### src/rtl/fb_fetch_pkg.sv
// rtl/fb_fetch_pkg.sv - shared defines, FSM encoding and FIFO entry type for the fetch stage
`ifndef FB_DEFINES_V
`define FB_DEFINES_V
`define FB_32BITS 31:0
`define FB_FETCH_IDLE 2'd0
`define FB_FETCH_WAIT 2'd1
`define FB_FETCH_DROP 2'd2
`define FB_NOP 32'h00000013
`endif

package fb_fetch_pkg;

  // IDLE: nothing in flight; WAIT: response pending; DROP: pending response belongs to a flushed path
  typedef enum logic [1:0] {
    ST_IDLE = `FB_FETCH_IDLE,
    ST_WAIT = `FB_FETCH_WAIT,
    ST_DROP = `FB_FETCH_DROP
  } fetch_state_e;

  // One buffered instruction together with the address it was fetched from
  typedef struct packed {
    logic [`FB_32BITS] pc;
    logic [`FB_32BITS] instr;
  } fetch_entry_t;

endpackage

### src/rtl/fb_fetch_fifo.sv
// rtl/fb_fetch_fifo.sv - synchronous {pc, instr} buffer with push/pop/clear and occupancy count
module fb_fetch_fifo
  import fb_fetch_pkg::*;
#(
  parameter int DEPTH = 2,
  parameter int PTR_W = 1
) (
  input  logic         clk,
  input  logic         rst_i,
  input  logic         clear_i,
  input  logic         push_i,
  input  fetch_entry_t push_data_i,
  input  logic         pop_i,
  output fetch_entry_t head_data_o,
  output logic         full_o,
  output logic         empty_o,
  output logic [PTR_W:0] count_o
);

  localparam logic [PTR_W:0] DEPTH_C = (PTR_W + 1)'(DEPTH);

  fetch_entry_t     mem_q [DEPTH];
  logic [PTR_W-1:0] wr_ptr_q, rd_ptr_q;
  logic [PTR_W:0]   count_q, count_d;
  logic             do_push, do_pop;

  assign full_o      = (count_q == DEPTH_C);
  assign empty_o     = (count_q == '0);
  assign count_o     = count_q;
  assign head_data_o = mem_q[rd_ptr_q];

  // A full buffer never accepts a push and an empty one never pops
  assign do_push = push_i && !full_o;
  assign do_pop  = pop_i && !empty_o;

  // Occupancy only moves when exactly one of push/pop happens
  always_comb begin
    count_d = count_q;
    if (do_push && !do_pop)
      count_d = count_q + (PTR_W + 1)'(1);
    else if (!do_push && do_pop)
      count_d = count_q - (PTR_W + 1)'(1);
  end

  // Pointer and count update; pointers wrap naturally because DEPTH is a power of two
  always_ff @(posedge clk) begin
    if (rst_i || clear_i) begin
      wr_ptr_q <= '0;
      rd_ptr_q <= '0;
      count_q  <= '0;
    end else begin
      if (do_push) wr_ptr_q <= wr_ptr_q + PTR_W'(1);
      if (do_pop)  rd_ptr_q <= rd_ptr_q + PTR_W'(1);
      count_q <= count_d;
    end
  end

  // Entry storage needs no reset: empty_o gates everything read from it
  always_ff @(posedge clk) begin
    if (do_push && !clear_i)
      mem_q[wr_ptr_q] <= push_data_i;
  end

endmodule

### src/rtl/fb_fetch.sv
// rtl/fb_fetch.sv - instruction fetch stage, one outstanding ROM read, buffered to decode; FB_FETCH_PERF_EN adds counters
module fb_fetch
  import fb_fetch_pkg::*;
#(
  parameter int FIFO_DEPTH = 2,
  parameter int PTR_W      = 1
) (
  input  logic              clk,
  input  logic              fetch_reset,
  input  logic [`FB_32BITS] pc_addr,
  output logic              pc_write,
  output logic              imem_req,
  output logic [`FB_32BITS] imem_addr,
  input  logic              imem_ready,
  input  logic              imem_rvalid,
  input  logic [`FB_32BITS] imem_rdata,
  input  logic              flush,
  output logic              if_valid,
  output logic [`FB_32BITS] if_instr,
  output logic [`FB_32BITS] if_pc,
  input  logic              id_ready
`ifdef FB_FETCH_PERF_EN
  ,
  output logic [31:0]       perf_fetched,
  output logic [31:0]       perf_stall
`endif
);

  localparam logic [PTR_W+1:0] DEPTH_W = (PTR_W + 2)'(FIFO_DEPTH);

  fetch_state_e      state_q;
  logic [`FB_32BITS] req_pc_q;
  logic              accept, push, pop;
  logic              fifo_full, fifo_empty;
  logic [PTR_W:0]    fifo_count;
  logic [PTR_W+1:0]  occupancy;
  fetch_entry_t      push_entry, head;

  // Slots already spoken for: buffered entries plus the response in flight (or landing now)
  assign occupancy = {1'b0, fifo_count} + {{(PTR_W + 1){1'b0}}, (state_q == ST_WAIT)};

  assign imem_addr = pc_addr;
  assign imem_req  = !fetch_reset && !flush && (occupancy < DEPTH_W) &&
                     ((state_q == ST_IDLE) || ((state_q == ST_WAIT) && imem_rvalid));
  assign accept    = imem_req && imem_ready;

  // PC advances on an accepted read, or loads the redirect target on flush
  assign pc_write  = fetch_reset || !(accept || flush);

  assign push = (state_q == ST_WAIT) && imem_rvalid && !flush && !fetch_reset && !fifo_full;
  assign pop  = !fifo_empty && id_ready && !flush;

  assign push_entry.pc    = req_pc_q;
  assign push_entry.instr = imem_rdata;

  assign if_valid = !fifo_empty;
  assign if_instr = fifo_empty ? '0 : head.instr;
  assign if_pc    = fifo_empty ? '0 : head.pc;

  fb_fetch_fifo #(
    .DEPTH (FIFO_DEPTH),
    .PTR_W (PTR_W)
  ) u_fifo (
    .clk         (clk),
    .rst_i       (fetch_reset),
    .clear_i     (flush),
    .push_i      (push),
    .push_data_i (push_entry),
    .pop_i       (pop),
    .head_data_o (head),
    .full_o      (fifo_full),
    .empty_o     (fifo_empty),
    .count_o     (fifo_count)
  );

  // Request tracker: latches the accepted address and follows the single outstanding read
  always_ff @(posedge clk) begin
    if (fetch_reset) begin
      state_q  <= ST_IDLE;
      req_pc_q <= '0;
    end else begin
      if (accept) req_pc_q <= pc_addr;
      unique case (state_q)
        ST_IDLE: if (accept) state_q <= ST_WAIT;
        ST_WAIT: begin
          if (flush)
            state_q <= imem_rvalid ? ST_IDLE : ST_DROP;
          else if (imem_rvalid)
            state_q <= accept ? ST_WAIT : ST_IDLE;
        end
        ST_DROP: if (imem_rvalid) state_q <= ST_IDLE;
        default: state_q <= ST_IDLE;
      endcase
    end
  end

`ifdef FB_FETCH_PERF_EN
  logic [31:0] perf_fetched_q, perf_stall_q;

  // Free-running event counters: buffered instructions and PC-hold cycles not caused by flush
  always_ff @(posedge clk) begin
    if (fetch_reset) begin
      perf_fetched_q <= '0;
      perf_stall_q   <= '0;
    end else begin
      if (push) perf_fetched_q <= perf_fetched_q + 32'd1;
      if (pc_write && !flush) perf_stall_q <= perf_stall_q + 32'd1;
    end
  end

  assign perf_fetched = perf_fetched_q;
  assign perf_stall   = perf_stall_q;
`endif

endmodule
### config.mk
export PLATFORM = sky130hd
export DESIGN_NAME = fb_fetch
export DESIGN_NICKNAME = d
export VERILOG_FILES = /design/src/rtl/fb_fetch_pkg.sv /design/src/rtl/fb_fetch_fifo.sv /design/src/rtl/fb_fetch.sv
export SDC_FILE = /design/constraint.sdc
export NUM_CORES = 1
export LEC_CHECK = 0
export CORE_MARGIN = 2
export CORE_UTILIZATION = 49
export CTS_CLUSTER_SIZE = 25
export DETAILED_ROUTE_END_ITERATION = 10
export PLACE_DENSITY = 0.82
export SLEW_MARGIN = 5
export SYNTH_ARGS = -nofsm -noshare
export SYNTH_HDL_FRONTEND = slang
export SYNTH_SLANG_ARGS = --single-unit
### constraint.sdc
create_clock -name clk -period 10.8 [get_ports clk]
set_input_delay 1.08 -clock clk [delete_from_list [all_inputs] [get_ports clk]]
set_output_delay 1.08 -clock clk [all_outputs]
set_load 0.005 [all_outputs]
# After elaboration in Yosys (flattened, before gate mapping)
# Memory sizes are Yosys's and may differ from the RTL's. A register that Yosys moved wholly into a read port is not among the register bits.
# Index checks and enable logic that the tools add are counted.
# word_totals
mem_count	1
input_bits	70
register_bits	38
ram_bits	128
# mem_list
memory	words	width	read_ports	rd_clocked_by_memory_dff	write_ports	line	text
u_fifo.mem_q	2	64	1	1	1	fb_fetch_fifo.sv:22	fetch_entry_t mem_q [DEPTH];
# op_classes
magnitude_cmp	1
eq_ne	6
mux	15
n_reduce_logical	30
n_addsub	5
# op_table
operator	n
32-bit 2-to-1 mux	2
1-bit logical AND	15
2-bit 2-to-1 mux	7
1-bit logical NOT	7
2-bit case mux with 3 select lines	1
1-bit 2-to-1 mux	5
2-bit == test (second input constant)	2
2-bit logical NOT	2
1-bit logical OR	4
2-bit != test (second input constant)	2
2-bit by 1-bit adder with 3-bit output	1
3-bit by 2-bit < comparator with 1-bit output (second input constant)	1
3-bit != test (second input constant)	1
3-bit AND reduction	1
1-bit adder (second input constant)	2
2-bit by 1-bit adder with 2-bit output (second input constant)	1
2-bit by 1-bit == test with 1-bit output (second input constant)	1
2-bit nonzero test	1
2-bit by 1-bit subtractor with 2-bit output (second input constant)	1

# Depth between registers and ports, before layout
# Gate-level depths: netlist of run 1.
# logic_depth
word_depth	10
depth_mapped	8

# Modules after synthesis
# Synthesis of run 1 repeated with hierarchy kept, for this count alone.
# unflattened
hier_cells	488
hier_area_um2	7133.1
# by_module_without_submodules
module	instances	cells_each	area_each_um2
fb_fetch_fifo	1	226	4847.1
fb_fetch	1	262	2285.9

# Worst setup path before layout of run 1
# No wires, ideal clock.
# synth_path
path_kind	input to register
start	in fetch_reset
end	mem u_fifo.mem_q[0][0] in the netlist's numbering (enable)
setup_time_ns	0.644
t_arrival_ns	7.596
setup_slack_ns	2.560
cell_stages	3
path_buffers	1
path_cell_list	or2_2 -> clkbuf_1 -> nor4_1
# synth_via
elab_chain_len	7
# synth_lines
item	line	text
start, declared	fb_fetch.sv:9	input logic fetch_reset,
1-bit logical NOT	fb_fetch.sv:50	assign push = (state_q == ST_WAIT) && imem_rvalid && !flush && !fetch_reset && !fifo_full;
1-bit logical AND (2 in series)	fb_fetch.sv:50	
1-bit logical AND	fb_fetch_fifo.sv:33	assign do_push = push_i && !full_o;
1-bit logical AND	fb_fetch_fifo.sv:60	if (do_push && !clear_i)
1-bit 2-to-1 mux	fb_fetch_fifo.sv:60	
1-bit 2-to-1 mux (implied by the code)	fb_fetch_fifo.sv:61	mem_q[wr_ptr_q] <= push_data_i;
end, declared	fb_fetch_fifo.sv:22	
# Every way passes these cells.

# Worst setup path in the final report of run 1
# layout_path
start	in fetch_reset
end	out pc_write
# layout_via
elab_chain_len	8
# layout_lines
item	line	text
1-bit logical NOT	fb_fetch.sv:43	assign imem_req = !fetch_reset && !flush && (occupancy < DEPTH_W) &&
1-bit logical AND (3 in series)	fb_fetch.sv:43	
1-bit logical AND	fb_fetch.sv:45	assign accept = imem_req && imem_ready;
1-bit logical OR	fb_fetch.sv:48	assign pc_write = fetch_reset || !(accept || flush);
1-bit logical NOT	fb_fetch.sv:48	
1-bit logical OR *	fb_fetch.sv:48	
end, declared	fb_fetch.sv:11	output logic pc_write,
# Every way passes the cells marked *; elsewhere a longest branch is shown, timed or not.

==> qor.csv, run 1 <==
stage;metric;value;unit
yosys;compound-gate portion of the synthesized area;0.00904;
routing;Max Used Layer;met4;
routing;WL final;12.6;mm
power;Peak VDD IR;88.2;uV
cts;Skew-Pair Late Insertion Delay;0.42;ns
routing;drt pass-1 iters;4;
routing;WL met1;5.37;mm
cts;Num CTS Buffers;17;
global_route;Total GRT Usage;0.174;
routing;number of vias in the routed layout;3825;
yosys;post-synthesis async set-or-reset flop share;0;
yosys;EDFF count, synth;128;
die;Die X-Extent;122;microns
yosys;share of the synthesized area in the top cell type;0.566;
yosys;mux contribution to synthesized area;0.164;
final_layout;post-route core utilization;0.667;
placement;area of placed instances;8350;sq um
yosys;main combinational cell family by area after synthesis;multiplexers;
global_route;global-route wire length before repair;19.4;mm
worst_setup_path;Worst Path Arrival;3.76;ns
power;Leak;3.05;nW
worst_hold_path;worst hold path type;reg -> reg;
die;I/O pin count;169;
worst_setup_path;Most Frequent Cell on Critical Path;clkdlybuf4s50_1;
final_layout;Final Non-Filler Cells;775;
yosys;post-synthesis cell area;6790;sq um
worst_setup_path;Setup CP Type;in -> out;
global_route;initial antenna violation count;0;
cts;Root Driver;clkbuf_16;
yosys;Synth Flop Type;edfxtp_1;
yosys;syn nets;521;
yosys;XOR/XNOR Fraction of Synth Area;0.00387;
sta;Setup TNS;0;ns
yosys;ranking of synthesized cells by area;edfxtp_1 (57%), dfxtp_1 (12%), mux2i_1 (9.4%);
final_layout;Multi-input gate area;1780;sq um
sta;clock skew;0.00799;ns
sta;Least-Margin Pin Slew;1.10;ns
sta;hold_ws;0.447;ns
worst_setup_path;Startpoint Class;input pin;
die;Starting Density;0.506;
yosys;post-synth cell types;31;
worst_setup_path;worst r2r src;u_fifo.count_o[0];
cts;clock buffer depth;2;
cts;Sink Count;167;
yosys;Mapped Avg Cell Area;15.1;sq um
cts;clk slew on worst S/H paths;0.06;ns
routing;metal2 WL;6.22;mm
die;core area;13400;sq um
worst_setup_path;crit path max fanout;36;
sta;# setup viols final;0;
yosys;Post-synth top cells;edfxtp_1 (128), nor2_1 (68), mux2i_1 (64), dfxtp_1 (39), nor2b_1 (33);
die;Die H;122;microns
routing;routed wl met3;742;microns
worst_setup_path;cells on worst reg2reg path;7;
run;Max-Cap Viols;0;
cts;CTS tree;done;
sta;Max-slew headroom;0.266;
yosys;yosys warns;0;
cts;CTS Hold Bufs;0;
cts;CTS HTree Levels;4;
global_route;vias in the first global route;3928;
worst_setup_path;Worst R2R Setup Slack;8.27;ns
worst_setup_path;Crit. Startpoint;fetch_reset;
final_layout;fill count;948;
worst_setup_path;Reg-to-Reg End;u_fifo.count_o[1];
routing;DRT iter0 DRCs;196;
die;die area;14800;sq um
cts;post_cts resized;0;
placement;port bufs;168;
worst_setup_path;Worst setup EP type;output port;
final_layout;Final #Nets;657;
final_layout;Area Growth Syn to Fin;31.7;%
yosys;Cells after Synth;450;
final_layout;Antenna diodes;0;
placement;RD Place Congestion;0.736;
sta;Fmax achieved;0.206;GHz
status;status;finished clean;
sta;minimum clock period;4.84;ns
yosys;Synth Area in Adders;0.00184;
worst_setup_path;crit path capture;pc_write;
cts;post-CTS setup buffer count;0;
routing;DR vias/cell;4.94;
worst_setup_path;CP Cell Sequence;clkdlybuf4s50_1 -> buf_4 -> or4_4 -> a211o_2 -> a21o_1 -> clkdlybuf4s50_1;
yosys;Synth area leader;edfxtp_1;
worst_setup_path;Req. time, crit path;9.72;ns
sta;crit share post-route;0.449;
die;Std-Cell Rows;42;
yosys;register area share after synthesis;0.682;
sta;unrepaired setup endpoints after global routing;false;
final_layout;fin area;8940;sq um
routing;drt drc;0;
power;power per cell area;153;nW/um^2
worst_setup_path;CP max-delay cell;a211o_2;
routing;WL per Instance;16.2;microns
placement;dpl cells;743;
placement;dpl hpwl;8.00;mm
yosys;#FFs+latches synth;167;
worst_hold_path;Hold Path Origin;req_pc_q[12];
final_layout;layout cells sized above 1;0.124;
sta;Final Hold Vio Count;0;
global_route;grt total ovfl;0;
global_route;largest net degree at the start of global routing;65;
routing;Final ANT Viol Nets;0;
sta;Max Transition Viols Final;0;
yosys;most frequent cell after synthesis;edfxtp_1;
yosys;simple-gate share of the synthesized area;0.0819;
worst_setup_path;max incr delay on CP;0.70;ns
final_layout;Sequential Area;4630;sq um
[area by class of cell]
class,count,share of cell area
Sequential cell,167,0.518
Clock buffer,18,0.0504
Multi-Input combinational cell,225,0.199
Inverter,4,0.00168
Clock inverter,14,0.0153
Tap cell,176,0.0246
Timing Repair Buffer,171,0.191
[layout by cell type (no fill, tap or decap)]
master and instances:
a211o_2 1, a21o_1 1, a21oi_1 4, and2_4 1
and3b_1 2, buf_4 3, bufinv_16 1, clkbuf_16 18
clkdlybuf4s50_1 168, clkinv_2 2, clkinv_4 2, clkinvlp_4 2
dfxtp_1 38, dfxtp_4 1, edfxtp_1 128, ha_1 1
inv_1 4, inv_6 6, inv_8 1, mux2_2 3
mux2_4 29, mux2i_1 64, nand2b_1 1, nand3_1 1
nand3b_1 1, nor2_1 67, nor2_4 1, nor2b_1 33
nor3_1 3, nor4_2 1, o21ai_0 3, o32a_1 1
or2_2 1, or3_1 2, or4_4 1, xor2_1 3
[how the worst min path moves through the flow]
stage	to	slack [ns]	cells after the start
2_1_floorplan	u_fifo.mem_q[0][32]	0.42	0
3_3_place_gp	u_fifo.mem_q[0][36]	0.43	0
3_5_place_dp	u_fifo.mem_q[0][47]	0.43	0
4_1_cts	u_fifo.mem_q[1][44]	0.45	0
5_1_grt	u_fifo.mem_q[1][47]	0.46	0
6_report	u_fifo.mem_q[1][44]	0.45	0
[critical path, delay by kind of cell]
| kind | cells | cell delay (ns) |
|---|---|---|
| AOI/OAI and AO/OA | 2 | 1.01 |
| and+or+nand+nor | 1 | 0.53 |
| buffers and inverters | 3 | 1.13 |
[cells by family (layout without fill, tap and decap cells)]
group / Yosys count / in the layout
muxes: 96 / 96
xor gates and xnor gates: 3 / 3
and+or+nand+nor: 115 / 115
DFF: 167 / 167
AOI/OAI and AO/OA: 10 / 10
buffers and inverters: 58 / 207
adders and majority gates: 1 / 1
[power breakdown]
part / total (mW) / switching (mW) / internal [mW]
Combinational: 0.0764 / 0.0249 / 0.0516
Sequential: 0.706 / 0.00593 / 0.700
Clock: 0.585 / 0.249 / 0.337
Total: 1.37 / 0.279 / 1.09
[state kept, by name (all words and copies together) (netlist names), named ones only]
name             count
u_fifo.count_o       2
state_q              2
req_pc_q            32
u_fifo.wr_ptr_q      1
u_fifo.mem_q       128
u_fifo.rd_ptr_q      1
[metal layers]
layer / track usage / vias to the layer above
met1: 0.207 / 1792
met3: 0.0407 / 25
li1: - / 1851
met2: 0.305 / 157
met4: 0.0682 / 0
met5: 0 / -
[metrics by stage]
stage | power [mW] | setup WS (ns)
global placement | 0.793 | 5.94
finish | 1.37 | 5.96
floorplan | 0.754 | 2.56
global route | 1.41 | 5.82
detailed placement | 0.796 | 5.92
CTS | 1.38 | 5.92
No activity file was read; power rests on OpenSTA's default activity.
==> run 2: changes to the inputs <==
--- a/config.mk
+++ b/config.mk
@@ -6,10 +6,10 @@
 export NUM_CORES = 1
 export LEC_CHECK = 0
 export CORE_MARGIN = 2
-export CORE_UTILIZATION = 49
+export CORE_UTILIZATION = 44
 export CTS_CLUSTER_SIZE = 25
 export DETAILED_ROUTE_END_ITERATION = 10
-export PLACE_DENSITY = 0.82
+export PLACE_DENSITY = 0.78
 export SLEW_MARGIN = 5
 export SYNTH_ARGS = -nofsm -noshare
 export SYNTH_HDL_FRONTEND = slang
==> constraint.sdc (replaced) <==
create_clock -name clk -period 3.95 [get_ports clk]
set_input_delay 0.395 -clock clk [delete_from_list [all_inputs] [get_ports clk]]
set_output_delay 0.395 -clock clk [all_outputs]
set_load 0.005 [all_outputs]
==> run 2 against run 1 <==
Against the previous run:
- clock skew grew 0.0016 ns
- non-clock buffer count grew 3
- critical path depth is the same
- die area grew 11%
- combinational power grew to 2.7 times the previous value
- register-to-register slack lost 6.6 ns
- via count shrank 0.24%
- final cell count grew 1.9%
- sequential power grew to 2.7 times the previous value
- global-route usage shrank 2.0 points
- hold slack lost 0.0029 ns
- first-iteration DRC count shrank 35%
- largest power group unchanged
- highest routed layer unchanged
==> qor.csv, run 2 (synthesis results as in run 1) <==
stage;metric;value;unit;change
worst_hold_path;worst hold path type;reg -> reg;;
final_layout;most common cell after layout, fill and taps aside;clkdlybuf4s50_1;;
status;status;finished clean;;
worst_setup_path;Startpoint Class;input pin;;
cts;Num CTS Buffers;17;;unchanged
worst_setup_path;Setup CP Type;in -> out;;
cts;Root Driver;clkbuf_16;;
sta;Final Hold Vio Count;0;;unchanged
sta;Max Transition Viols Final;0;;unchanged
placement;dpl hpwl;7.95;mm;-0.55%
final_layout;Largest Register;u_fifo.mem_q;;
die;core area;15100;sq um;+13%
die;I/O pin count;169;;unchanged
sta;Max-slew headroom;0.253;;-0.0122
final_layout;Area Growth Syn to Fin;32.8;%;
routing;drt pass-1 iters;4;;unchanged
global_route;initial antenna violation count;0;;unchanged
cts;Sink Count;167;;unchanged
power;Peak VDD IR;302;uV;+240%
final_layout;Antenna diodes;0;;unchanged
global_route;global-route wire length before repair;19.1;mm;-1.5%
final_layout;layout cells sized above 1;0.125;;+0.00105
routing;drt drc;0;;unchanged
sta;minimum clock period;3.02;ns;
cts;Skew-Pair Late Insertion Delay;0.42;ns;about the same
cts;clk slew on worst S/H paths;0.06;ns;about the same
worst_setup_path;Worst Path Arrival;2.62;ns;-1.14 ns
sta;Least-Margin Pin Slew;1.12;ns;+0.0184 ns
routing;DRT iter0 DRCs;127;;-35%
cts;post-CTS setup buffer count;0;;unchanged
placement;dpl cells;758;;+2.0%
cts;CTS tree;done;;
routing;WL per Instance;15.6;microns;-3.6%
die;Die H;128;microns;+5.3%
cts;CTS Hold Bufs;0;;unchanged
placement;RD Place Congestion;0.727;;-1.3%
worst_setup_path;Worst setup EP type;output port;;
worst_setup_path;crit path max fanout;36;;unchanged
routing;Final ANT Viol Nets;0;;unchanged
die;die area;16400;sq um;+11%
sta;clock skew;0.00962;ns;+0.00162 ns
sta;Setup TNS;0;ns;unchanged
cts;clock buffer depth;2;;unchanged
routing;DR vias/cell;4.83;;-2.1%
die;Std-Cell Rows;45;;+7.1%
placement;port bufs;168;;unchanged
sta;crit share post-route;0.765;;
die;Die X-Extent;128;microns;+5.3%
final_layout;biggest regs;u_fifo.mem_q: 128 flops, req_pc_q: 32 flops;;
power;power per cell area;421;nW/um^2;+180%
power;Leak;3.07;nW;+0.69%
global_route;vias in the first global route;3892;;-0.92%
sta;Fmax achieved;0.331;GHz;
final_layout;max FFs per register;128;;unchanged
routing;WL final;12.3;mm;-1.8%
sta;unrepaired setup endpoints after global routing;false;;
cts;CTS HTree Levels;4;;unchanged
final_layout;Final Non-Filler Cells;790;;+1.9%
final_layout;Final #Nets;660;;+0.46%
final_layout;most frequent cells in the layout;clkdlybuf4s50_1 (168), edfxtp_1 (128), nor2_1 (67);;
global_route;grt total ovfl;0;;unchanged
run;Max-Cap Viols;0;;unchanged
die;Starting Density;0.448;;-0.0584
global_route;Total GRT Usage;0.154;;-0.0199
sta;# setup viols final;0;;unchanged
worst_setup_path;Req. time, crit path;3.56;ns;-6.16 ns
global_route;largest net degree at the start of global routing;65;;unchanged
routing;number of vias in the routed layout;3816;;-0.24%
cts;post_cts resized;0;;unchanged
[run 2: critical path: stages]
cell and delay (ns):
clkdlybuf4s50_1 0.41, buf_4 0.26, or4_4 0.53, a211o_2 0.34
a21o_1 0.18, clkdlybuf4s50_1 0.48
[run 2: layout make-up]
cell class	instances	area [sq um]
fillers	1141	6140
flip-flops and latches	167	4630
multi-input cells	225	1790
repair buffers	174	1730
clock buffers	22	495
well taps	188	235
clock inverters	10	118
inverters	4	15.0
[run 2: through the flow]
| step | hold slack, ns | total power, mW | setup slack, ns | utilization | cell area (sq um) |
|---|---|---|---|---|---|
| 5_1_grt | 0.459 | 3.92 | 0.884 | 0.595 | 9010 |
| 3_5_place_dp | 0.430 | 2.18 | 0.901 | 0.554 | 8400 |
| 6_report | 0.444 | 3.80 | 0.930 | 0.595 | 9010 |
| 3_3_place_gp | 0.426 | 2.17 | 0.975 | 0.554 | 8400 |
| 2_1_floorplan | 0.418 | 2.06 | 0.613 | - | 6800 |
| 4_1_cts | 0.447 | 3.83 | 0.936 | 0.595 | 9010 |
[run 2: final timing paths]
kind | from | end | slack [ns] | cells past startpoint
worst min-delay path | req_pc_q[1] | u_fifo.mem_q[0][33] | 0.44 | 0
worst max-delay path | fetch_reset | pc_write | 0.93 | 6
worst max register to register | u_fifo.count_o[0] | u_fifo.mem_q[1][47] | 1.65 | 3
worst min register to register | req_pc_q[1] | u_fifo.mem_q[0][33] | 0.44 | 0
[run 2: where the power goes]
| group | switching [mW] | leakage [nW] | internal [mW] |
|---|---|---|---|
| combinational | 0.0680 | 1.34 | 0.141 |
| sequential | 0.0153 | 1.44 | 1.91 |
| clock | 0.639 | 0.291 | 1.02 |
[run 2: metal layers]
metal	up-vias	global-route usage	share of wire
met5	-	0	0
met4	0	0.0679	0.016
met3	19	0.0401	0.047
met2	114	0.269	0.51
met1	1825	0.178	0.43
li1	1858	-	-
